File: src/rtl/div_sequencer.sv
// div_sequencer: multi-cycle restoring divider for RV32M DIV/DIVU/REM/REMU with stall and done handshake
module div_sequencer (
  input  logic        clk,
  input  logic        reset,
  input  logic        start,
  input  logic [4:0]  aluop,
  input  logic [31:0] data1,
  input  logic [31:0] data2,
  input  logic        flush,
  output logic        busy,
  output logic        done,
  output logic [31:0] result
);
  localparam logic [4:0] OP_DIV  = 5'b01101;
  localparam logic [4:0] OP_DIVU = 5'b01110;
  localparam logic [4:0] OP_REM  = 5'b01111;
  localparam logic [4:0] OP_REMU = 5'b10000;
  typedef enum logic [1:0] {IDLE, RUN, FINISH} state_t;
  state_t state, next;
  logic [4:0]  cnt;
  logic        op_rem, sign1, sign2;
  logic [31:0] mag2, quo, rem;
  logic        is_div, in_signed, in_rem, accept, zero_div, ovf, special;
  logic [31:0] spec_val;
  logic [32:0] shifted;
  logic        ge;
  logic [31:0] quo_nx, rem_nx, fin;
  assign is_div    = aluop == OP_DIV || aluop == OP_DIVU || aluop == OP_REM || aluop == OP_REMU;
  assign in_signed = aluop == OP_DIV || aluop == OP_REM;
  assign in_rem    = aluop == OP_REM || aluop == OP_REMU;
  assign accept    = state == IDLE && start && !flush && is_div;
  assign zero_div  = data2 == '0;
  assign ovf       = in_signed && data1 == 32'h8000_0000 && data2 == 32'hffff_ffff;
  assign special   = zero_div || ovf;
  assign spec_val  = zero_div ? (in_rem ? data1 : 32'hffff_ffff) : (in_rem ? 32'h0 : 32'h8000_0000);
  // One restoring step: the dividend is shifted out of quo MSB-first while quotient bits fill from the bottom.
  assign shifted = {rem, quo[31]};
  assign ge      = shifted >= {1'b0, mag2};
  assign rem_nx  = ge ? shifted[31:0] - mag2 : shifted[31:0];
  assign quo_nx  = {quo[30:0], ge};
  assign fin     = op_rem ? (sign1 ? -rem_nx : rem_nx) : (sign1 ^ sign2 ? -quo_nx : quo_nx);
  assign busy    = accept || state == RUN;
  always_comb begin
    next = state;
    if (flush) next = IDLE;
    else if (accept) next = special ? FINISH : RUN;
    else if (state == RUN && cnt == 5'd0) next = FINISH;
    else if (state == FINISH) next = IDLE;
  end
  always_ff @(posedge clk)
    if (reset) state <= IDLE;
    else state <= next;
  always_ff @(posedge clk) begin
    if (reset) begin
      cnt    <= '0;
      result <= '0;
      done   <= 1'b0;
      op_rem <= 1'b0;
      sign1  <= 1'b0;
      sign2  <= 1'b0;
      mag2   <= '0;
      quo    <= '0;
      rem    <= '0;
    end else begin
      done <= next == FINISH;
      if (accept) begin
        op_rem <= in_rem;
        sign1  <= in_signed && data1[31];
        sign2  <= in_signed && data2[31];
        quo    <= in_signed && data1[31] ? -data1 : data1;
        mag2   <= in_signed && data2[31] ? -data2 : data2;
        rem    <= '0;
        cnt    <= 5'd31;
        if (special) result <= spec_val;
      end else if (state == RUN && !flush) begin
        quo <= quo_nx;
        rem <= rem_nx;
        cnt <= cnt - 5'd1;
        if (cnt == 5'd0) result <= fin;
      end
    end
  end
endmodule

File: config.mk
export PLATFORM = sky130hd
export DESIGN_NAME = div_sequencer
export DESIGN_NICKNAME = d
export VERILOG_FILES = /design/src/rtl/div_sequencer.sv
export SDC_FILE = /design/constraint.sdc
export NUM_CORES = 1
export LEC_CHECK = 0
export CORE_ASPECT_RATIO = 2
export CORE_UTILIZATION = 50
export DETAILED_ROUTE_END_ITERATION = 8
export GPL_TIMING_DRIVEN = 1
export PLACE_DENSITY = 0.74
export SYNTH_ARGS = -nofsm -noshare
export SYNTH_HDL_FRONTEND = slang
export SYNTH_SLANG_ARGS = --single-unit
File: constraint.sdc
create_clock -name clk -period 6.2 [get_ports clk]
set_clock_uncertainty 0.15 [all_clocks]
set_input_delay 0.93 -clock clk [delete_from_list [all_inputs] [get_ports clk]]
set_output_delay 0.93 -clock clk [all_outputs]
set_load 0.01 [all_outputs]
# After elaboration in Yosys (flattened, before gate mapping)
# Index checks and enable logic that the tools add are counted.
# word_totals
reg_bits	139
inputBits	73
out_inout_bits	34
word_cells	74
# op_classes
n_addsub	6
order_cmp	1
eq_ne	10
n_mux	22
n_bitwise	1
n_reduce_logical	24
# op_table
cell	count
$mux W32	15
$neg A32 Y32	4
$eq A32 B32 Y1 const B	2
$ge A33 B32 Y1	1
$logic_not A32 Y1	1
$sub A32 B32 Y32	1
$eq A5 B4 Y1 const B	3
$mux W2	5
$mux W5	2
$logic_and A1 B1 Y1	9
$logic_or A1 B1 Y1	7
$eq A5 B5 Y1 const B	1
$logic_not A5 Y1	1
$sub A5 B1 Y5 const B	1
$eq A2 B2 Y1 const B	2
$reduce_bool A2 Y1	2
$reduce_and A3 Y1	1
$eq A2 B1 Y1 const B	1
$logic_not A2 Y1	1
$ne A2 B1 Y1 const B	1
$reduce_or A2 Y1	1
$logic_not A1 Y1	1
$xor A1 B1 Y1	1

# Longest topological paths before layout
# Gate-level depths: netlist of the first run.
# depth
depth_word	9
mapped_depth	23
depth_no_buf	19

# Worst setup path after synthesis of the first run
# OpenSTA, ideal clock, no wires.
# synth_path
path_kind	flip-flop to flip-flop
start	register mag2[1]
end	register result[24]
setup_ps	101
arrival_ps	4592
setup_slack_ps	1357
stages_incl_launch_ff	21
period_less_slack_ps	4843
cell_sequence	dfxtp_1 -> inv_1 -> ha_1 -> nor2b_1 -> o21ai_1 -> a211oi_2 -> o211a_1 -> o211ai_1 -> nand2_1 -> clkbuf_1 -> buf_2 -> clkbuf_1 -> nand2_1 -> o21ai_0 -> ha_1 -> inv_1 -> a21oi_1 -> and3_1 -> nand3_1 -> o211a_1 -> o41ai_1
# synth_between
elab_chain_cells	8
word_cells_on_any_way	11
cone_classes	3 x add/sub; 1 x order compare; 7 x mux
# synth_rtl
item	line	source
start: declaration	22	logic [31:0] mag2, quo, rem;
start signal: assignment	71	mag2 <= in_signed && data2[31] ? -data2 : data2;
$sub A32 B32 Y32 or $ge A33 B32 Y1 (tied branches)	39, 38	
$mux W32	39	assign rem_nx = ge ? shifted[31:0] - mag2 : shifted[31:0];
$neg A32 Y32	41	assign fin = op_rem ? (sign1 ? -rem_nx : rem_nx) : (sign1 ^ sign2 ? -quo_nx : quo_nx);
$mux W32	41	
$mux W32 (*)	41	
$mux W32 (*)	79	if (cnt == 5'd0) result <= fin;
$mux W32 (*)	75	end else if (state == RUN && !flush) begin
$mux W32 (*)	66	if (accept) begin
end signal: assignment	74	if (special) result <= spec_val;
end signal: assignment	79	
end: declaration	12	output logic [31:0] result
# Mark *: on every way between the ends. The rest lies on a longest branch, timed or not. The select of a mux whose other input is x is not followed.
# A chain may end at the register's enable or synchronous reset.

# Final worst setup path of the first run
# layout_path
start	register mag2[9]
end	register result[24]
# Same word-level chain as after synthesis.

==> summary.txt, run 1 <==
Finish
  – Share of cells above drive strength 1: 6.39%
  – Total of fill cells in the finished design: approximately 2,100
  – Ant diodes: 0
  – Syn-to-layout area delta: 18.1%
  – Post-route cell area: approximately 13,000 um2
  – Nets@finish: 1,727

Critical path
  – CP endpoint kind: register
  – Worst r2r src: mag2[9]$_SDFFE_PP0P_
  – CP Max Fanout: 20
  – Buffers and inverters on the worst path: 4
  – Req. time, crit path: 6.40 ns
  – Arr. time, crit path: 5.23 ns
  – Slowest cell on the critical path: nor3_1
  – CP top delay family: simple AND/OR/NAND/NOR gates
  – Crit start category: register
  – CP cell instances: inv_1 -> ha_1 -> nand2_1 -> nor3_1 -> nand4_1 -> nand3_1 -> a21oi_1 -> nand2_2 -> buf_4 -> nand2_1 -> o21ai_0 -> ha_1 -> inv_1 -> a21oi_1 -> buf_4 -> and3_1 -> nand3_1 -> o211a_1 -> o41ai_1
  – CP max stage delay: 0.61 ns
  – Capturing point of the worst reg2reg path: result[24]$_SDFFE_PP0P_
  – CP startpoint: mag2[9]$_SDFFE_PP0P_
  – R2R setup slack: 1.18 ns
  – Worst Reg2Reg Path Length in Cells: 19
  – Worst Setup Path Type: register to register

Power
  – Comb pwr share: 33.8%
  – Switching Share: a little over a third
  – Max VDD drop: around 0.22 mV
  – Clk pwr share: between 30% and 40%
  – PwrDens: 239 nW/um2
  – P_leak: 4.83 nW
  – Net Switching: 1.13 mW
  – Part of the power in registers: 29.2%
  – Int Pwr: 2.03 mW

Die
  – # rows: 77
  – Io pins: 107
  – DIE HEIGHT: 213 um
  – Core outline area: 22,000 um2
  – Initial core utilization: 50.8%
  – Die ar.: 23,000 um2
  – Die extent in x: about 110 um

Synthesis
  – Cells after Synth: 1,541
  – Syn avg cell area: 7.24 um2
  – Synthesized cell area: around 11,000 um2
  – Commonest cells post-synth: nand2_1, nor2_1, dfxtp_1, a21oi_1, o21ai_0
  – Cell taking the most area after synthesis: dfxtp_1
  – Main area contributors after synthesis: dfxtp_1, xnor2_1, nand2_1
  – Most frequent cell after synthesis: nand2_1
  – Post-synthesis sequential area ratio: 24.9%
  – Largest family of logic cells by synthesized area: compound AO/OA/AOI/OAI gates
  – Post-synth EDFFs: 0
  – Synth Flop Type: dfxtp_1
  – Post-synthesis compound-gate area fraction: 28.3%
  – Top-area cell type share of the netlist area: 24.9%
  – Synth unique cells: 75
  – Syn Nets: 1,653
  – Synth Area in XOR/XNOR: roughly a tenth
  – Asr flop ratio synth: 0%
  – Mux cell area share after synthesis: 2.94%
  – Synth warn: 0
  – Synth Area in Adders: 4.44%
  – Simple-Gate Fraction of Synth Area: 23.9%
  – Yosys reg bits: approximately 140

Timing
  – Fin. Hold Viols: 0
  – Period utilization: 81.0%
  – Setup TNS: 0 ns
  – Min Hold Slack: 0.289 ns
  – Slew headroom: ~27%
  – Post-layout min period: 5.02 ns
  – Fmax: 199 MHz
  – Fin. max-slew vios: 0
  – Final setup violating endpoints: 0
  – Worst Tran Pin Value: 1.09 ns
  – Unrepaired setup endpoints after global routing: false

Global routing
  – Largest net degree at the start of global routing: 92
  – Initial antenna violation count: 0
  – Busiest grt layer: met2
  – GRT Overall Usage: 36.4%
  – First-pass GRT wire length: roughly 63,000 um
  – M1 GR Usage: 35.4%
  – Vias in the first global route: approximately 12,000
  – Grt total ovfl: 0
  – Met3 Track Usage GR: 5.62%
  – GRT met2 Usage: 66.1%

Min path
  – Hold worst-path end: result[14]$_SDFFE_PP0P_
  – Hold path start: result[14]$_SDFFE_PP0P_
  – Hold path cells: 2
  – Hold Crit Class: register to register

Place
  – Dpl cell area: 12,500 um2
  – RePlAce Congestion: 0.936
  – DP HPWL: 31,100 um
  – Input/output buffers: between 100 and 150

Clocking
  – Count of hold-fix buffers inserted at cts: 0
  – CTS-repair resized insts: 0
  – Total CTS buffers: 17
  – Post-CTS Setup Bufs: 0
  – Clock Latency Late Sink: 0.46 ns
  – Clk slew on worst S/H paths: around 0.06 ns
  – Clock Path Buffers: 2
  – H-tree depth: 4
  – CTS tree: yes
  – CTS root buffer: clkbuf_16
  – Clk sinks: 139

Route
  – DRC: 0
  – Initial DRT Pass Iterations: 6
  – Final wirelength: just over 40,000 um
  – Initial DRC count: 763
  – WL/cell: approximately 21 um
  – Routed via count: 12,100
  – Routed Antenna Nets: 0
  – Via density: around 6.4

Flow run
  – Max-cap violations: 0

Outcome
  – Status: finished, final reports clean
-- registers in the layout, summed over array words and instances, names as in the netlist --
signal / cells
mag2: 32
op_rem: 1
rem: 32
quo: 32
done: 1
sign1: 1
cnt: 5
sign2: 1
result: 32
state: 2
-- power by group through the flow --
stage | combinational, mW | clock (mW) | sequential (mW)
floorplan | 0.656 | 0 | 0.937
global placement | 1.02 | 0 | 0.940
detailed placement | 1.03 | 0 | 0.941
CTS | 1.04 | 1.17 | 0.921
global route | 1.13 | 1.21 | 0.923
finish | 1.06 | 1.17 | 0.921
-- cells in the final DEF (no fill, tap or decap), types with 5 or more instances in the layout --
cell / synthesis / final
mux2i_1: 26 / 26
o22ai_1: 5 / 5
and4_1: 5 / 5
and3_1: 12 / 12
a21oi_1: 118 / 118
a41oi_1: 5 / 5
nand2b_1: 5 / 5
nor2_1: 188 / 188
inv_1: 64 / 64
a311oi_1: 41 / 41
a211oi_1: 60 / 60
nor4_1: 18 / 18
dfxtp_1: 139 / 139
nor3_1: 36 / 35
buf_4: 0 / 32
or4_1: 19 / 19
clkbuf_16: 0 / 17
a21o_1: 15 / 15
and2_1: 8 / 8
nand3_1: 24 / 24
o31ai_1: 19 / 19
nor2b_1: 11 / 11
bufinv_16: 0 / 5
or2_2: 10 / 10
mux2_2: 6 / 6
xor2_1: 51 / 51
a211o_1: 5 / 5
or3_1: 16 / 16
nand2_1: 192 / 191
xnor2_1: 83 / 82
a31o_2: 5 / 5
o211a_1: 5 / 5
ha_1: 38 / 38
nand4_1: 15 / 15
o41ai_1: 12 / 12
a31oi_1: 20 / 20
o21ai_0: 98 / 98
o211ai_1: 14 / 14
clkdlybuf4s50_1: 0 / 105
-- stage by stage --
stage	power [mW]	setup slack, ns	utilization (%)	std cells
2_1_floorplan	1.59	1.36	-	1541
3_3_place_gp	1.96	0.990	57.0	1872
3_5_place_dp	1.97	0.881	57.0	1872
4_1_cts	3.13	1.24	60.0	1903
5_1_grt	3.26	0.864	60.0	1903
6_report	3.15	1.18	60.0	1903
-- logic make-up after synthesis --
| group | count (synthesis) |
|---|---|
| buffers and inverters | 149 |
| xor gates and xnor gates | 134 |
| AOI/OAI and AO/OA | 471 |
| muxes | 32 |
| DFF | 139 |
| and+or+nand+nor | 577 |
| adders and majority gates | 39 |
-- worst max-delay path by stage --
stage / to / cells after the start
detailed placement: result[30]$_SDFFE_PP0P_ / 13
global placement: result[30]$_SDFFE_PP0P_ / 13
floorplan: result[24]$_SDFFE_PP0P_ / 20
CTS: result[24]$_SDFFE_PP0P_ / 19
global route: result[24]$_SDFFE_PP0P_ / 19
finish: result[24]$_SDFFE_PP0P_ / 19
-- cell type report --
| class | count | area (um2) | area share [%] |
|---|---|---|---|
| Clock buffer | 21 | 470 | 3.57 |
| Clock inverter | 10 | 188 | 1.42 |
| Inverter | 66 | 248 | 1.88 |
| Multi-Input combinational cell | 1253 | 7850 | 59.5 |
| Sequential cell | 139 | 2780 | 21.1 |
| Tap cell | 276 | 345 | 2.62 |
| Timing Repair Buffer | 138 | 1300 | 9.84 |
-- per-layer routing --
layer	routed length (um)	vias to the layer above
li1	-	5767
met1	14200	5763
met2	21300	433
met3	1820	176
met4	3360	0
met5	0	-
-- worst register-to-register path, stage by stage, from the launching register on --
cell and delay, ns:
dfxtp_1 0.33, inv_1 0.11, ha_1 0.43, nand2_1 0.16, nor3_1 0.61, nand4_1 0.18
nand3_1 0.15, a21oi_1 0.22, nand2_2 0.20, buf_4 0.31, nand2_1 0.09, o21ai_0 0.14
ha_1 0.30, inv_1 0.11, a21oi_1 0.27, buf_4 0.19, and3_1 0.25, nand3_1 0.15
o211a_1 0.24, o41ai_1 0.32
Note: power is estimated with default switching activity, not from simulation.
==> inputs of run 2 (changes only) <==
Clock period 6.2 ns to 5.3 ns, I/O delays scaled along.
==> run 2 against run 1 <==
Net effect:
- count of clock-buffer cells in the layout down 3
- sequential power up 17%
- register-to-register slack worse by 0.50 ns
- critical endpoint unchanged
- worst setup slack worse by 0.50 ns
- largest power group is now combinational logic
- utilization about the same
- first-iteration DRC count down 17%
==> summary.txt, run 2 (same netlist as run 1, synthesis figures left out) <==
Critical path
  – Req. time, crit path: 5.50 ns (-0.90 ns)
  – Crit start category: register
  – Worst Setup Path Type: register to register
  – CP Max Fanout: 8 (-60%)
  – Capturing point of the worst reg2reg path: result[24]$_SDFFE_PP0P_
  – Arr. time, crit path: 4.83 ns (-0.40 ns)
  – Worst Reg2Reg Path Length in Cells: 16 (-3)
  – Worst r2r src: mag2[10]$_SDFFE_PP0P_
  – CP endpoint kind: register
  – R2R setup slack: 0.67 ns (-0.50 ns)

Global routing
  – Initial antenna violation count: 0 (unchanged)
  – GRT Overall Usage: 35.9% (-0.52 points)
  – Vias in the first global route: 11,800 (-1.6%)
  – Grt total ovfl: 0 (unchanged)
  – Largest net degree at the start of global routing: 96 (+4.3%)
  – First-pass GRT wire length: 62,300 um (-1.4%)

Finish
  – Syn-to-layout area delta: 18.0% (about the same)
  – Nets@finish: 1,737 (+0.58%)
  – Share of cells above drive strength 1: 7.02% (+0.63 points)
  – Ant diodes: 0 (unchanged)
  – Commonest non-fill, non-tap cell in the layout: nand2_1
  – Most frequent cells in the layout: nand2_1, nor2_1, dfxtp_1
  – Core Util, Final: 59.9% (about the same)

Route
  – Initial DRT Pass Iterations: 5 (-1)
  – WL/cell: 21.0 um (-2.0%)
  – Initial DRC count: 636 (-17%)
  – Final wirelength: 40,100 um (-1.4%)
  – DRC: 0 (unchanged)
  – Via density: 6.37 (about the same)
  – Routed Antenna Nets: 0 (unchanged)
  – Routed via count: 12,200 (+0.51%)

Timing
  – Fin. Hold Viols: 0 (unchanged)
  – Period utilization: 87.3% (+6.3 points)
  – Setup TNS: 0 ns (unchanged)
  – Worst Tran Pin Value: 1.09 ns (-0.00398 ns)
  – Fmax: 216 MHz (+8.5%)
  – Slew headroom: 27.2% (+0.27 points)
  – Post-layout min period: 4.63 ns (-0.395 ns)
  – Unrepaired setup endpoints after global routing: false
  – Fin. max-slew vios: 0 (unchanged)
  – Final setup violating endpoints: 0 (unchanged)

Min path
  – Hold path start: result[8]$_SDFFE_PP0P_
  – Hold path cells: 2 (unchanged)
  – Hold worst-path end: result[8]$_SDFFE_PP0P_
  – Hold Crit Class: register to register

Place
  – RePlAce Congestion: 0.972 (+3.9%)
  – Input/output buffers: 106 (unchanged)
  – DP HPWL: 30,800 um (-0.91%)

Clocking
  – H-tree depth: 4 (unchanged)
  – Post-CTS Setup Bufs: 0 (unchanged)
  – Total CTS buffers: 17 (unchanged)
  – Count of hold-fix buffers inserted at cts: 0 (unchanged)
  – CTS tree: yes
  – CTS-repair resized insts: 0 (unchanged)
  – Clk slew on worst S/H paths: 0.07 ns (about the same)
  – Clock Latency Late Sink: 0.45 ns (about the same)
  – Clock Path Buffers: 2 (unchanged)
  – Clk sinks: 139 (unchanged)
  – CTS root buffer: clkbuf_16

Die
  – Core outline area: 22,000 um2 (unchanged)
  – Initial core utilization: 50.8% (unchanged)
  – # rows: 77 (unchanged)
  – DIE HEIGHT: 213 um (unchanged)
  – Io pins: 107 (unchanged)
  – Die extent in x: 108 um (unchanged)
  – Die ar.: 23,000 um2 (unchanged)

Power
  – PwrDens: 269 nW/um2 (+12%)
  – Max VDD drop: 0.257 mV (+17%)
  – P_leak: 4.84 nW (+0.23%)

Flow run
  – Max-cap violations: 0 (unchanged)

Outcome
  – Status: finished, final reports clean
[run 2: cell types whose count changed in the layout (fill, tap and decap cells not counted), sizes merged]
cell      delta
clkinvlp     +1
clkbuf       -3
bufinv       -3
inv          +2
clkinv       +4
buf         +10
[run 2: layer usage]
layer	vias up	track usage [%]	part of all wire (%)
li1	5788	-	-
met1	5774	35.5	35
met2	475	65.2	52
met3	164	5.59	4.5
met4	0	28.6	8.5
met5	-	0	0
[run 2: worst max-delay path by stage]
stage / end / from / slack [ns] / cells past startpoint
global placement: result[10]$_SDFFE_PP0P_ / data1[7] / 0.52 / 12
finish: result[24]$_SDFFE_PP0P_ / mag2[10]$_SDFFE_PP0P_ / 0.67 / 16
global route: result[24]$_SDFFE_PP0P_ / mag2[1]$_SDFFE_PP0P_ / 0.33 / 17
detailed placement: result[31]$_SDFFE_PP0P_ / data1[6] / 0.46 / 12
floorplan: result[24]$_SDFFE_PP0P_ / mag2[1]$_SDFFE_PP0P_ / 0.46 / 20
CTS: result[24]$_SDFFE_PP0P_ / mag2[1]$_SDFFE_PP0P_ / 0.72 / 17
[run 2: through the flow]
step | instance area [um2] | total power, mW | std cells | worst slack, ns | hold WS, ns
final | 13200 | 3.54 | 1914 | 0.672 | 0.300
after global routing | 13200 | 3.68 | 1914 | 0.326 | 0.323
after CTS | 13200 | 3.52 | 1914 | 0.724 | 0.301
after detailed placement | 12600 | 2.32 | 1882 | 0.458 | 0.293
after global placement | 12600 | 2.31 | 1882 | 0.524 | 0.290
after floorplan | 11200 | 1.86 | 1541 | 0.457 | 0.282
[run 2: critical path, cell delays in order, from the launching register on]
cell and delay, ns:
dfxtp_1 0.33, inv_1 0.12, ha_1 0.45, a21oi_1 0.14, o21ai_0 0.47, a21o_1 0.32, o211ai_1 0.17, nand2_2 0.24
mux2i_1 0.32, ha_1 0.31, inv_1 0.12, a21oi_1 0.30, buf_4 0.20, and3_1 0.16, nand3_1 0.13, o211a_1 0.25
o41ai_1 0.32
[run 2: final cells by class]
class | instances | area [um2]
clock inverter | 14 | 146
tap | 276 | 345
fill | 2078 | 8800
multi-input combinational | 1253 | 7850
clock buffer | 18 | 429
sequential | 139 | 2780
timing repair buffer | 148 | 1370
inverter | 66 | 248
[run 2: power by group]
| part | switching (mW) | internal [mW] | total (mW) | leakage (nW) |
|---|---|---|---|---|
| logic | 0.794 | 0.462 | 1.26 | 3.44 |
| clock network | 0.513 | 0.693 | 1.21 | 0.277 |
| registers | 0.0161 | 1.06 | 1.08 | 1.12 |
| total | 1.32 | 2.22 | 3.54 | 4.84 |
